`src/rtl/relay_bus_pkg.sv`:
```
// Shared types and sizes for the register-unit data-bus protocol.
package relay_bus_pkg;

  localparam int N    = 8;
  localparam int NREG = 8;

  typedef enum logic [2:0] {
    REG_A  = 3'd0,
    REG_B  = 3'd1,
    REG_C  = 3'd2,
    REG_D  = 3'd3,
    REG_M1 = 3'd4,
    REG_M2 = 3'd5,
    REG_X  = 3'd6,
    REG_Y  = 3'd7
  } reg_idx_t;

  typedef enum logic [2:0] {
    ST_IDLE    = 3'd0,
    ST_SELECT  = 3'd1,
    ST_STROBE  = 3'd2,
    ST_RELEASE = 3'd3,
    ST_DONE    = 3'd4
  } mov_state_t;

endpackage

```
`src/rtl/bus_phase_timer.sv`:
```
// Phase timer: counts cycles spent in a timed phase and flags the last one.
module bus_phase_timer #(
  parameter int W = 2
) (
  input  logic         i_clk,
  input  logic         i_rst_n,
  input  logic         i_clear,
  input  logic         i_en,
  input  logic [W-1:0] i_limit,
  output logic         o_tc
);

  logic [W-1:0] r_count;

  // Count up while the phase is active; restart from zero whenever a phase begins.
  always_ff @(posedge i_clk) begin
    if (!i_rst_n) begin
      r_count <= '0;
    end else if (i_clear) begin
      r_count <= '0;
    end else if (i_en) begin
      r_count <= r_count + 1'b1;
    end
  end

  assign o_tc = i_en && (r_count == (i_limit - 1'b1));

endmodule

```
`src/rtl/mov8_bus_driver.sv`:
```
// Drives one register-to-register move: select source onto the bus, let it
// settle, pulse the destination load, hold, then release and report done.
module mov8_bus_driver
  import relay_bus_pkg::*;
#(
  parameter int N      = relay_bus_pkg::N,
  parameter int NREG   = relay_bus_pkg::NREG,
  parameter int SETTLE = 2,
  parameter int HOLD   = 1
) (
  input  logic                    i_clk,
  input  logic                    i_rst_n,
  input  logic                    i_start,
  input  logic [2:0]              i_src_idx,
  input  logic [2:0]              i_dst_idx,
  input  logic [NREG-1:0][N-1:0]  i_src_data,
  output logic [N-1:0]            o_bus_data,
  output logic                    o_bus_drive,
  output logic [NREG-1:0]         o_sel,
  output logic [NREG-1:0]         o_ld,
  output logic [NREG-1:0]         o_led_sel,
  output logic [NREG-1:0]         o_led_ld,
  output logic                    o_busy,
  output logic                    o_done
);

  localparam int MAXPH = (SETTLE > HOLD) ? SETTLE : HOLD;
  localparam int PW    = $clog2(MAXPH + 1);

  mov_state_t    r_state;
  logic [2:0]    r_dst;
  logic          w_counting;
  logic          w_clear;
  logic          w_tc;
  logic [PW-1:0] w_limit;

  assign w_counting = (r_state == ST_SELECT) || (r_state == ST_RELEASE);
  assign w_clear    = !w_counting || w_tc;
  assign w_limit    = (r_state == ST_RELEASE) ? PW'(HOLD) : PW'(SETTLE);

  bus_phase_timer #(.W(PW)) u_timer (
    .i_clk   (i_clk),
    .i_rst_n (i_rst_n),
    .i_clear (w_clear),
    .i_en    (w_counting),
    .i_limit (w_limit),
    .o_tc    (w_tc)
  );

  // Move sequencer; outputs are set on the edge that enters each state.
  always_ff @(posedge i_clk) begin
    if (!i_rst_n) begin
      r_state     <= ST_IDLE;
      r_dst       <= '0;
      o_bus_data  <= '0;
      o_bus_drive <= 1'b0;
      o_sel       <= '0;
      o_ld        <= '0;
      o_busy      <= 1'b0;
      o_done      <= 1'b0;
    end else begin
      case (r_state)
        ST_IDLE, ST_DONE: begin
          o_done <= 1'b0;
          if (i_start) begin
            r_state     <= ST_SELECT;
            r_dst       <= i_dst_idx;
            o_bus_data  <= i_src_data[i_src_idx];
            o_bus_drive <= 1'b1;
            o_sel       <= NREG'(1) << i_src_idx;
            o_busy      <= 1'b1;
          end else begin
            r_state <= ST_IDLE;
          end
        end
        ST_SELECT: begin
          if (w_tc) begin
            r_state <= ST_STROBE;
            o_ld    <= NREG'(1) << r_dst;
          end
        end
        ST_STROBE: begin
          o_ld <= '0;
          if (HOLD > 0) begin
            r_state <= ST_RELEASE;
          end else begin
            r_state     <= ST_DONE;
            o_bus_data  <= '0;
            o_bus_drive <= 1'b0;
            o_sel       <= '0;
            o_busy      <= 1'b0;
            o_done      <= 1'b1;
          end
        end
        ST_RELEASE: begin
          if (w_tc) begin
            r_state     <= ST_DONE;
            o_bus_data  <= '0;
            o_bus_drive <= 1'b0;
            o_sel       <= '0;
            o_busy      <= 1'b0;
            o_done      <= 1'b1;
          end
        end
        default: begin
          r_state <= ST_IDLE;
        end
      endcase
    end
  end

  assign o_led_sel = o_sel;
  assign o_led_ld  = o_ld;

endmodule

```
`config.mk`:
```
export PLATFORM = sky130hd
export DESIGN_NAME = mov8_bus_driver
export DESIGN_NICKNAME = d
export VERILOG_FILES = /design/src/rtl/relay_bus_pkg.sv /design/src/rtl/bus_phase_timer.sv /design/src/rtl/mov8_bus_driver.sv
export SDC_FILE = /design/constraint.sdc
export NUM_CORES = 1
export LEC_CHECK = 0
export ABC_AREA = 0
export CORE_MARGIN = 2
export CORE_UTILIZATION = 30
export DETAILED_ROUTE_END_ITERATION = 7
export GPL_ROUTABILITY_DRIVEN = 0
export HOLD_SLACK_MARGIN = 0.02
export PLACE_DENSITY = 0.66
export SYNTH_ARGS = -nofsm -noshare
export SYNTH_HDL_FRONTEND = slang
export SYNTH_SLANG_ARGS = --single-unit
```
`constraint.sdc`:
```
create_clock -name i_clk -period 3.1 [get_ports i_clk]
set_input_delay 0.62 -clock i_clk [delete_from_list [all_inputs] [get_ports i_clk]]
set_output_delay 0.62 -clock i_clk [all_outputs]
set_load 0.05 [all_outputs]
```
Word-level counts from Yosys, hierarchy flattened
Index checks and enable logic that the tools add are counted.

Bits in registers: 34. Bits of input ports: 73. Output and inout bits: 43. Logic and storage cells: 55.

Add/sub/neg operators: 2. Magnitude comparators: 1. Equality and inequality tests: 8. Shift-type cells: 2. Multiplexer cells: 19. Bitwise gates (word level): 1. Reductions and logical operators: 14.

Operators by type and width (number): one-hot mux 8 bit (2 select lines) (3); 2-to-1 mux 8 bit (5); binary-select mux 8 bit (select 3 bit) (1); left shift 1 x 3 -> 8 bit (first input constant) (2); one-hot mux 3 bit (4 select lines) (1); AND reduction 2 bit (4); equality test 3 x 2 -> 1 bit (second input constant) (2); 2-to-1 mux 3 bit (2); != test 2 bit (second input constant) (3); less-than comparator 3 x 4 -> 1 bit (second input constant) (1); 2-to-1 mux 1 bit (4); one-hot mux 1 bit (2 select lines) (2); nonzero test 2 bit (2); OR reduction 2 bit (2); equality test 3 x 1 -> 1 bit (second input constant) (1); equality test 3 bit (second input constant) (1); zero test 3 bit (1); AND reduction 3 bit (1); adder 2 x 1 -> 2 bit (second input constant) (1); equality test 2 bit (1); logical OR 1 bit (2); 2-to-1 mux 2 bit (1); subtractor 2 x 1 -> 2 bit (second input constant) (1); logical AND 1 bit (1); 2 further kinds (2).

Longest topological paths before layout
Word-level depth: 7. Gate-level depth with buffers: 6. Mapped depth without buffers: 4.

Cells and area by module
A second synthesis with hierarchy kept.

Cells, all modules: 219. Area, all modules: 2031.9 um2.

By module, submodules not included: mov8_bus_driver (instances 1, cells an instance 207, area each 1913.1 um2, seq. area each 640.6 um2); bus_phase_timer (instances 1, cells an instance 12, area each 118.9 um2, seq. area each 40.0 um2).

Least setup slack after synthesis
No wires, ideal clock.

Path kind: input to register. From: input i_src_idx[1]. To: register o_bus_data[1]. Arrival time: 1.520 ns. Required time: 2.983 ns. Slack: 1.462 ns. Cell stages on the path: 5. Buffers on the path: 1. Path through: buf_6 -> mux2_4 -> o221ai_1 -> o221ai_1 -> a32o_1.

Word-level cells in the longest chain between the ends: 4.

RTL lines: start, declared (RTL line mov8_bus_driver.sv:14) `input logic [2:0] i_src_idx,`; binary-select mux 8 bit (select 3 bit) (RTL line mov8_bus_driver.sv:68) `o_bus_data <= i_src_data[i_src_idx];`; 2-to-1 mux 8 bit (not written as such) (RTL line mov8_bus_driver.sv:68); 2-to-1 mux 8 bit (RTL line mov8_bus_driver.sv:65) `if (i_start) begin`; one-hot mux 8 bit (2 select lines) (RTL line mov8_bus_driver.sv:62) `case (r_state)`; end signal, assigned (RTL line mov8_bus_driver.sv:68); end, declared (RTL line mov8_bus_driver.sv:17) `output logic [N-1:0] o_bus_data,`.

No other way between the ends. The select of a mux whose other input is x is not followed. A chain may end at the register's enable or synchronous reset.

Worst setup path after layout
Ends and elaborated chain as after synthesis.

==> results.yml <==
status:
  outcome: "finished clean"
placed_design:
  io_buffers: 115
  post_dp_cell_area_mm2: 0.00306
  dp_hpwl_mm: 4.52
  dp.cells: 376
timing:
  tns_ps: 0
  setup_viol: 0
  timing.fmax_mhz: 438
  worst_pin_slew_ps: 654
  fin_skew_ps: 8.68
  rsz0062_at_grt: "no"
  finalHoldViolations: 0
  relSlewSlack: 0.563
  period_minus_slack_ps: 2280
  maxSlewViolCount: 0
  holdWs_ps: 468
  min_period_over_period: 0.736
cells_and_area:
  diodes: 0
  fill_cells: 599
  final_area_mm2: 0.00315
  drive_gt1_frac: 0.0912
  syn_to_final_growth_pct: 58.0
  nNetsFinal: 379
  layout_commonest_cell: "clkdlybuf4s50_1"
  layout_common_cells: "clkdlybuf4s50_1, dfxtp_1, nor2_1"
  stdcell_count: 384
global_routing:
  grt_use_total: 0.151
  grt_max_degree: 16
  grt_overflow: 0
  grt_pass1_vias: 1873
  grt_pass1_wl_mm: 8.85
  antenna_found_initial: 0
critical_path:
  crit_type: "in -> reg"
  reg2reg_setup_slack_ps: 1470
  endpoint_kind: "flop"
  worst_ep_required_time_ps: 3280
  cp-start-kind: "input port"
  cp_max_fo: 12
  reg2reg_to: "o_bus_data[6]"
  r2r-start: "r_state[1]"
  r2r.worst_path.cells: 4
  crit_arrival_ps: 2460
cts:
  holdBufCountCts: 0
  cts.repair.resized: 0
  post_cts_buffers: 0
  cts.sink_count: 34
  cts_made_buffers: 5
  cts_root_buffer: "clkbuf_8"
  clkTransAtPathRegs_ps: 70
  clkLatencyLatePin_ps: 280
  clockBufferDepth: 2
  cts_max_level: 2
  cts_tree: "built"
die:
  core_mm2: 0.00639
  num_rows: 29
  fp.dieW_um: 85.5
  initial_core_util: 0.312
  die_area_mm2: 0.00732
  die_h_um: 85.5
  io_pins: 116
hold_path:
  hp-class: "reg -> reg"
  min_from: "o_ld[4]"
  hold_depth: 2
  hold_end: "o_ld[4]"
power_and_ir_drop:
  power_switching_mw: 0.337
  p_leak_nw: 1.15
  pwr-share-comb: 0.291
  clkPwrFrac: 0.292
  peakVddDrop_mv: 0.225
  intPower_mw: 0.809
  power_mw: 1.15
  power_density_mw_per_mm2: 364
  sw_frac_of_total: 0.294
  seqPwrFrac: 0.417
yosys:
  synth_seq_cells: 34
  postSynthCellCount: 208
  synth.avg_cell_area_um2: 9.59
  synth-edff-count: 0
  synth-main-ff-cell: "dfxtp_1"
  synth_warnings: 0
  yosysSeqAreaShare: 0.341
  syn-cell-area_mm2: 0.00199
  ys_types: 43
  synth_nets: 281
  ys_async_sr_fraction: 0
route:
  wl_per_cell_um: 14.5
  routed_wl_mm: 5.58
  drtIter0Drc: 56
  post-route-drc-count: 0
  firstDrtPassIters: 4
  viasPerCell: 5.04
  detail-route-antenna-nets: 0
  vias: 1936
run:
  drv_cap: 0
per-layer routing:
| layer | vias up | routed length, um | share of wire | global-route usage |
|---|---|---|---|---|
| met5 | - | 0 | 0 | 0 |
| met4 | 0 | 123 | 0.022 | 0.0592 |
| met3 | 11 | 345 | 0.062 | 0.0375 |
| met2 | 73 | 2670 | 0.48 | 0.246 |
| met1 | 909 | 2450 | 0.44 | 0.193 |
| li1 | 943 | - | - | - |
final cells by class:
cell class	count	area, um2	share of cell area
clock buffer	7	86.3	0.0274
clock inverter	1	5.00	0.00159
inverter	8	30.0	0.00953
multi-input combinational	136	1060	0.335
sequential	34	681	0.216
tap	77	96.3	0.0306
timing repair buffer	121	1200	0.380
synthesized netlist by cell type, types with 5 or more instances:
master     n  area (um2)
a32o_1     7        70.1
a21oi_1   12        60.1
dfxtp_1   34         681
inv_1      8        30.0
nand2_1   11        41.3
nand4_1    5        31.3
o221ai_1   5        43.8
buf_2      5        25.0
mux2i_1   14         140
nor2_1    20        75.1
nand2b_1   6        37.5
buf_4     18         135
power groups by stage:
stage	clock network (mW)	registers [mW]	logic [mW]
final	0.335	0.477	0.334
after global routing	0.360	0.480	0.356
after CTS	0.340	0.477	0.336
after detailed placement	0	0.486	0.335
after global placement	0	0.486	0.334
after floorplan	0	0.526	0.152
stage by stage:
stage | setup slack [ps] | util
after detailed placement | 531 | 0.479
after floorplan | 1460 | -
after CTS | 823 | 0.493
after global routing | 705 | 0.493
final | 818 | 0.493
after global placement | 557 | 0.479
worst max-delay path, cell delays in order:
cell and delay [ps]:
clkdlybuf4s50_1 700, buf_4 280, mux2_4 310, o221ai_1 170, o221ai_1 150, a32o_1 230
how the worst max path moves through the flow:
| stage | start | to | cells after the start |
|---|---|---|---|
| finish | i_src_idx[1] | o_bus_data[1] | 6 |
| detailed placement | i_src_idx[1] | o_bus_data[1] | 6 |
| global route | i_src_idx[1] | o_bus_data[1] | 6 |
| floorplan | i_src_idx[1] | o_bus_data[1] | 5 |
| CTS | i_src_idx[1] | o_bus_data[1] | 6 |
| global placement | i_src_idx[1] | o_bus_data[1] | 6 |
kinds of logic after synthesis:
group                  count (synthesis)  share of synthesized area
flip-flops                            34                      0.341
AO/OA/AOI/OAI                         48                      0.188
XOR/XNOR                               1                    0.00439
AND/OR/NAND/NOR                       62                      0.166
buffers and inverters                 38                      0.129
multiplexers                          25                      0.172
state kept, by name, indices dropped and copies added, names as in the netlist:
signal,cells
o_bus_data,8
o_busy,1
o_done,1
o_ld,8
o_led_sel,8
r_dst,3
r_state,3
u_timer.r_count,2
No activity file was read; power rests on OpenSTA's default activity.
